### src/rtl/lemon_pkg.sv
// Shared defaults and state encoding for the lemon instruction fetch unit.
package lemon_pkg;

    localparam int          DEFAULT_XLEN       = 64;
    localparam int          DEFAULT_INST_W     = 32;
    localparam logic [63:0] DEFAULT_RESET_PC   = 64'h0000_0000_8000_0000;
    localparam int          DEFAULT_INST_BYTES = 4;

    typedef enum logic [1:0] {
        REQ   = 2'd0,
        WAIT  = 2'd1,
        FLUSH = 2'd2,
        HOLD  = 2'd3
    } ifu_state_t;

endpackage

### src/rtl/lemon_ifu_obuf.sv
// One-entry holding register for the {pc, inst, misalign} beat presented to decode.
module lemon_ifu_obuf #(
    parameter int XLEN   = 64,
    parameter int INST_W = 32
) (
    input  logic              clk,
    input  logic              rst_n,
    input  logic              load,
    input  logic              clear,
    input  logic [XLEN-1:0]   load_pc,
    input  logic [INST_W-1:0] load_inst,
    input  logic              load_misalign,
    output logic              valid,
    output logic [XLEN-1:0]   pc,
    output logic [INST_W-1:0] inst,
    output logic              misalign
);

    // NOTE: sequential state uses non-blocking assignments so every register samples pre-edge values.
    always_ff @(posedge clk or negedge rst_n) begin
        if (!rst_n) begin
            valid    <= 1'b0;
            pc       <= '0;
            inst     <= '0;
            misalign <= 1'b0;
        end else if (load) begin
            valid    <= 1'b1;
            pc       <= load_pc;
            inst     <= load_inst;
            misalign <= load_misalign;
        end else if (clear) begin
            valid    <= 1'b0;
            pc       <= '0;
            inst     <= '0;
            misalign <= 1'b0;
        end
    end

endmodule

### src/rtl/lemon_ifu.sv
// Multi-cycle instruction fetch unit: PC, one-outstanding imem request, redirect/flush handling.
// Optional misaligned-PC trap path enabled by defining IFU_MISALIGN_CHECK_EN.
module lemon_ifu
    import lemon_pkg::*;
#(
    parameter int              XLEN       = DEFAULT_XLEN,
    parameter int              INST_W     = DEFAULT_INST_W,
    parameter logic [XLEN-1:0] RESET_PC   = XLEN'(DEFAULT_RESET_PC),
    parameter int              INST_BYTES = DEFAULT_INST_BYTES
) (
    input  logic              clk,
    input  logic              rst_n,
    input  logic              redirect_valid,
    input  logic [XLEN-1:0]   redirect_pc,
    output logic              imem_req_valid,
    input  logic              imem_req_ready,
    output logic [XLEN-1:0]   imem_req_addr,
    input  logic              imem_resp_valid,
    input  logic [INST_W-1:0] imem_resp_data,
    output logic              out_valid,
    input  logic              out_ready,
    output logic [XLEN-1:0]   out_pc,
    output logic [INST_W-1:0] out_inst,
    output logic              out_misalign
);

`ifdef IFU_MISALIGN_CHECK_EN
    localparam bit MISALIGN_EN = 1'b1;
`else
    localparam bit MISALIGN_EN = 1'b0;
`endif

    ifu_state_t        state;
    logic [XLEN-1:0]   pc;
    logic              req_valid;
    logic [XLEN-1:0]   pc_inc;
    logic              obuf_load;
    logic              obuf_clear;
    logic              load_misalign;
    logic [INST_W-1:0] load_inst;

    // A PC that may be fetched; misaligned PCs divert to the trap beat instead of memory.
    function automatic logic fetch_ok(input logic [XLEN-1:0] addr);
        return !MISALIGN_EN || ((addr % XLEN'(INST_BYTES)) == '0);
    endfunction

    assign pc_inc         = pc + XLEN'(INST_BYTES);
    assign imem_req_valid = req_valid;
    assign imem_req_addr  = pc;

    // NOTE: every always_comb output gets a default first so no path infers a latch.
    always_comb begin
        obuf_load     = 1'b0;
        obuf_clear    = 1'b0;
        load_misalign = 1'b0;
        case (state)
            REQ:  if (MISALIGN_EN && !req_valid && !redirect_valid) begin
                      obuf_load     = 1'b1;
                      load_misalign = 1'b1;
                  end
            WAIT: if (imem_resp_valid && !redirect_valid) obuf_load = 1'b1;
            HOLD: if (redirect_valid || (out_ready && !out_misalign)) obuf_clear = 1'b1;
            default: ;
        endcase
        load_inst = load_misalign ? '0 : imem_resp_data;
    end

    always_ff @(posedge clk or negedge rst_n) begin
        if (!rst_n) begin
            state     <= REQ;
            pc        <= RESET_PC;
            req_valid <= fetch_ok(RESET_PC);
        end else begin
            case (state)
                REQ: begin
                    if (redirect_valid) begin
                        pc <= redirect_pc;
                        if (req_valid && imem_req_ready) begin
                            state     <= FLUSH;
                            req_valid <= 1'b0;
                        end else begin
                            req_valid <= fetch_ok(redirect_pc);
                        end
                    end else if (!req_valid) begin
                        state <= HOLD;
                    end else if (imem_req_ready) begin
                        state     <= WAIT;
                        req_valid <= 1'b0;
                    end
                end
                WAIT: begin
                    if (redirect_valid) begin
                        pc <= redirect_pc;
                        if (imem_resp_valid) begin
                            state     <= REQ;
                            req_valid <= fetch_ok(redirect_pc);
                        end else begin
                            state <= FLUSH;
                        end
                    end else if (imem_resp_valid) begin
                        state <= HOLD;
                    end
                end
                FLUSH: begin
                    // Stale response still owed by memory; swallow it before re-requesting.
                    if (redirect_valid) pc <= redirect_pc;
                    if (imem_resp_valid) begin
                        state     <= REQ;
                        req_valid <= fetch_ok(redirect_valid ? redirect_pc : pc);
                    end
                end
                HOLD: begin
                    if (redirect_valid) begin
                        pc        <= redirect_pc;
                        state     <= REQ;
                        req_valid <= fetch_ok(redirect_pc);
                    end else if (out_ready && !out_misalign) begin
                        pc        <= pc_inc;
                        state     <= REQ;
                        req_valid <= fetch_ok(pc_inc);
                    end
                end
                default: state <= REQ;
            endcase
        end
    end

    lemon_ifu_obuf #(
        .XLEN   (XLEN),
        .INST_W (INST_W)
    ) u_obuf (
        .clk           (clk),
        .rst_n         (rst_n),
        .load          (obuf_load),
        .clear         (obuf_clear),
        .load_pc       (pc),
        .load_inst     (load_inst),
        .load_misalign (load_misalign),
        .valid         (out_valid),
        .pc            (out_pc),
        .inst          (out_inst),
        .misalign      (out_misalign)
    );

endmodule

### config.mk
export PLATFORM = sky130hd
export DESIGN_NAME = lemon_ifu
export DESIGN_NICKNAME = d
export VERILOG_FILES = /design/src/rtl/lemon_pkg.sv /design/src/rtl/lemon_ifu_obuf.sv /design/src/rtl/lemon_ifu.sv
export SDC_FILE = /design/constraint.sdc
export NUM_CORES = 1
export LEC_CHECK = 0
export CAP_MARGIN = 20
export CORE_MARGIN = 2
export CORE_UTILIZATION = 41
export DETAILED_ROUTE_END_ITERATION = 6
export GPL_TIMING_DRIVEN = 0
export HOLD_SLACK_MARGIN = 0.03
export PLACE_DENSITY = 0.76
export SYNTH_ARGS = -nofsm -noshare
export SYNTH_HDL_FRONTEND = slang
export SYNTH_SLANG_ARGS = --single-unit
### constraint.sdc
create_clock -name clk -period 2 [get_ports clk]
set_input_delay 0.2 -clock clk [delete_from_list [all_inputs] [get_ports clk]]
set_output_delay 0.2 -clock clk [all_outputs]
set_load 0.005 [all_outputs]
# Yosys cells after proc, flatten, opt, wreduce, memory -nomap -nowiden
# Cells that the tools add are included.
totals:
  register_bits: 165
  in_bits: 102
  out_inout_bits: 163
  wordCells: 65
classes:
  addsub: 1
  eq_ne: 10
  n_mux: 35
  reduce_logical: 12
op_table:
  columns: ["op", "n"]
  rows:
  - ["64-bit two-way mux", 5]
  - ["64-bit case mux with 2 select lines", 1]
  - ["64-bit by 3-bit adder with 64-bit output, second input constant", 1]
  - ["32-bit two-way mux", 2]
  - ["2-bit two-way mux", 10]
  - ["1-bit two-way mux", 15]
  - ["3-bit inequality test, second input constant", 3]
  - ["2-bit case mux with 4 select lines", 1]
  - ["5-bit AND reduction", 1]
  - ["2-bit == test, second input constant", 2]
  - ["2-bit inequality test, second input constant", 2]
  - ["4-bit inequality test, second input constant", 1]
  - ["1-bit case mux with 4 select lines", 1]
  - ["2-bit AND reduction", 2]
  - ["1-bit logical AND", 3]
  - ["3-bit OR reduction", 1]
  - ["2-bit by 1-bit == test with 1-bit output, second input constant", 1]
  - ["1-bit zero test", 2]
  - ["2-bit zero test", 1]
  - ["2-bit by 1-bit inequality test with 1-bit output, second input constant", 1]
  - ["2-bit nonzero test", 1]
  - ["1-bit logical OR", 1]

# Depth between registers and ports, before layout
depth:
  depth_word: 7
  ltp_mapped: 8
  ltp_nobuf: 6

# Hierarchy
# A second synthesis with hierarchy kept.
hier_totals:
  hier_cells: 732
  hier_area_um2: 7693.6
by_module_without_submodules:
  columns: ["mod", "n_inst", "cells_per_inst", "area_per_inst_um2", "seq_area_each_um2"]
  rows:
  - ["lemon_ifu", 1, 513, 4245.3, 1679.1]
  - ["lemon_ifu_obuf", 1, 219, 3448.3, 2452.4]

# Worst setup path before layout
# No wires, ideal clock.
synth_path:
  path_type: "reg-to-reg"
  startpoint: "reg pc[31], in the netlist imem_req_addr[31]"
  endpoint: "reg pc[53], in the netlist imem_req_addr[53]"
  setup_time_ps: 124
  arrival_ps: 2166
  required_time_ps: 1876
  setup_slack_ps: -290
  stages_incl_launch_ff: 7
  n_path_buf: 1
  period_less_slack_ps: 2290
  cell_sequence: "dfstp_2 clkbuf_1 nand3_1 nor4_1 nand3_1 o31a_1 o31a_1"
synth_between:
  elab_chain_cells: 4
synth_rtl:
  columns: ["item", "line_no", "source"]
  rows:
  - ["start: declaration", "lemon_ifu.sv:34", "logic [XLEN-1:0] pc;"]
  - ["start signal: assignment", "lemon_ifu.sv:77", "pc <= redirect_pc;"]
  - ["start signal: assignment", "lemon_ifu.sv:93", "pc <= redirect_pc;"]
  - ["start signal: assignment", "lemon_ifu.sv:106", "if (redirect_valid) pc <= redirect_pc;"]
  - ["64-bit by 3-bit adder with 64-bit output", "lemon_ifu.sv:47", "assign pc_inc = pc + XLEN'(INST_BYTES);"]
  - ["64-bit two-way mux", "lemon_ifu.sv:117", "end else if (out_ready && !out_misalign) begin"]
  - ["64-bit two-way mux", "lemon_ifu.sv:113", "if (redirect_valid) begin"]
  - ["64-bit case mux with 2 select lines", "lemon_ifu.sv:74", "case (state)"]
# No other way between the ends. The select of a mux whose other input is x is not followed.
# A chain may end at the register's enable or synchronous reset.

# Final worst setup path
layout_path:
  startpoint: "reg pc[3], in the netlist imem_req_addr[3]"
  endpoint: "reg pc[50], in the netlist imem_req_addr[50]"
# Same word-level chain as after synthesis.

==> out/results.txt <==
status = finished, violations left
failing checks = negative setup slack
Die Area = 19900 um^2
Worst-path clk slew = 0.07 ns
Int Power = 9.31 mW
final core occ = 69.6%
Overall Global Routing Usage = 29.1%
Layout Nets = 1232
adder-cell share of the synthesized area = 0.975%
first-pass GRT wire length = 45100 um
FMAX = 0.456 GHz
area share of the largest cell type after synthesis = 52.6%
Worst-Margin Slew = 0.814 ns
wirelength, routed = 31300 um
Worst EP required = 2.35 ns
post-DP HPWL = 19200 um
simple-gate area share of the yosys netlist = 17.5%
share of cells above drive strength 1 = 26.6%
critical path fanouts, max = 8
Synth Area per Inst = 10.4 um^2
Hold WS = 0.263 ns
number of flops mapped to enable cells by yosys = 0
DRT antenna net count = 0
largest family of logic cells by synthesized area = compound AO/OA/AOI/OAI gates
DIE WIDTH = 141 um
Post-Synth XOR/XNOR Area = 2.73%
Final WS setup = -0.194 ns
H-tree depth = 4
Async SR Flop Fraction = 100%
Combinational Power Share = 38.3%
Ports = 265
Synth Net Count = 851
yosys warns = 0
IO Port Bufs = 262
CP Capture Type = flop
maximum VDD drop = 0.000668 V
max cap viols = 0
PwrDens = 1050 nW/um^2
area of the mapped netlist = 7700 um^2
LEAKAGE = 5.45 nW
Synth area leaders = dfrtp_1 53%, a22o_1 11%, nand2_1 3.1%
routability congestion estimate from global placement = 0.939
Yosys top cell by area = dfrtp_1
Seq pwr share = 37.7%
drt pass-1 iters = 6
clk_lat worst skew = 0.44 ns
post-synthesis instance total = 743
fin. max-slew vios = 0
Compound-Gate Fraction of Synth Area = 20.8%
CTS root buf = clkbuf_16
clk_skew = 0.0128 ns
post-route cell area = 12900 um^2
crit share post-route = 110%
DR DRC count = 0
placed inst area = 10700 um^2
CTS Buf Count = 17
standard-cell row count = 50
antenna violations before repair = 0
FILL cells = 1316
CTS tree = yes
GRT overflow = 0
vias in the first global route = 8108
CTS max path bufs = 2
Setup CP Type = flop to flop
net switching power = 4.26 mW
Reg2Reg Depth = 7
final setup fails = 25
Die Ht = 141 um
RSZ-0062 raised after global routing = true
Vias/cell = 6.07
Yosys reg bits = 164
Unique masters post-synth = 60
Primary FF master, synth = dfrtp_1
initial DRC count = 883
largest net degree at the start of global routing = 117
Worst Hold Class = primary input to asynchronous set/reset pin
per-cell routed wire length = 22.8 um
Seq/Total Area, Yosys = 53.3%
Core Box Area = 18600 um^2
TNS Setup = -2.01 ns
critical path arrival = 2.55 ns
post-synthesis mux area share = 0.845%
startpoint types = flop
register area = 4140 um^2
Synth-to-Final Area Change = 67.8%
Clk pwr share = 24.0%
vias = 8320
Switching Fraction = 31.4%
Final Hold Fails = 0
multi-input logic area = 3970 um^2
Starting Density = 41.5%
most frequent cell after synthesis = dfrtp_1
CTS sink cnt = 164
Max-slew headroom = 45.7%
post-layout min period = 2.19 ns
Commonest cells post-synth = 162 x dfrtp_1, 95 x a22o_1, 64 x nand2_1, 58 x nor2_1, 39 x o21ai_0
Antenna diodes = 0
==> placed cells by master (no fill, tap or decap), drive strengths merged, types with 7 or more instances in the layout <==
cell | Yosys | routed
nor2 | 58 | 58
a31oi | 13 | 13
buf | 16 | 135
or3 | 7 | 7
xor2 | 12 | 12
clkbuf | 38 | 36
o31ai | 7 | 7
a21oi | 14 | 14
o21ai | 39 | 39
xnor2 | 12 | 12
nand2 | 64 | 64
a22o | 96 | 96
nand4 | 34 | 34
nand3 | 24 | 24
inv | 13 | 20
clkdlybuf4s50 | 0 | 261
nor4 | 20 | 20
dfrtp | 162 | 162
nor3 | 23 | 23
==> state kept, by name, indices dropped and copies added (netlist names) <==
| name | flops |
|---|---|
| imem_req_valid | 1 |
| state | 2 |
| u_obuf.pc | 64 |
| u_obuf.valid | 1 |
| u_obuf.inst | 32 |
| imem_req_addr | 64 |
==> area by class of cell <==
cell class                      instances  area share, %
Clock buffer                           17           3.29
Inverter                               13          0.397
Buffer                                 45           2.59
Timing Repair Buffer                  372           27.6
Sequential cell                       164           32.0
Multi-Input combinational cell        511           30.7
Clock inverter                         15           1.10
Tap cell                              234           2.26
==> kinds of logic (layout without fill, tap and decap cells) <==
kind of cell,Yosys count,count (layout)
AND/OR/NAND/NOR,262,262
adder cells (fa/ha/maj),6,6
other,1,1
AO/OA/AOI/OAI,212,212
multiplexers,6,6
buffers and inverters,68,462
flip-flops,164,164
XOR/XNOR,24,24
==> power groups by stage <==
stage               clock network [mW]  registers [mW]  logic (mW)
floorplan                            0            5.11        1.60
global placement                     0            5.11        4.37
detailed placement                   0            5.12        4.43
CTS                               3.28            5.09        4.88
global route                      3.42            5.24        5.52
finish                            3.26            5.11        5.19
==> what timing repair did <==
item | 4_1_cts | 5_1_grt
pin swaps | 48 | 52
buffers inserted | 74 | 38
endpoints found under the hold margin | 48 | 0
hold buffers | 1 | 0
gates resized for setup | 145 | 105
endpoints found under the setup margin | 160 | 152
==> final timing paths <==
kind / from / to / slack (ns)
max: imem_req_addr[3] / imem_req_addr[50] / -0.19
min: rst_n / u_obuf.pc[55] / 0.26
max reg2reg: imem_req_addr[3] / imem_req_addr[50] / -0.19
min reg2reg: u_obuf.pc[30] / u_obuf.pc[30] / 0.50
max in group asynchronous: rst_n / imem_req_addr[6] / 0.72
min in group clk: redirect_pc[26] / imem_req_addr[26] / 0.31
==> per-layer routing <==
layer | share of wire (%) | global-route usage [%]
met1 | 38 | 37.0
met2 | 47 | 46.7
met3 | 10 | 7.47
met4 | 4.7 | 13.9
met5 | 0 | 0
==> stage by stage <==
stage,instances,setup slack (ns),total power [mW]
final,1371,-0.194,13.6
after global routing,1371,-0.296,14.2
after CTS,1339,-0.222,13.3
after detailed placement,1240,-1.27,9.55
after global placement,1239,-6.10,9.48
after floorplan,743,-0.245,6.71
==> critical path: stages (launching register included) <==
cell and delay (ns):
dfrtp_1 0.40, ha_4 0.15, nand4_1 0.16, or3_4 0.41
nand4bb_4 0.27, buf_6 0.17, or4_1 0.39, a31oi_1 0.17
Power figures use the tool's default switching activity.
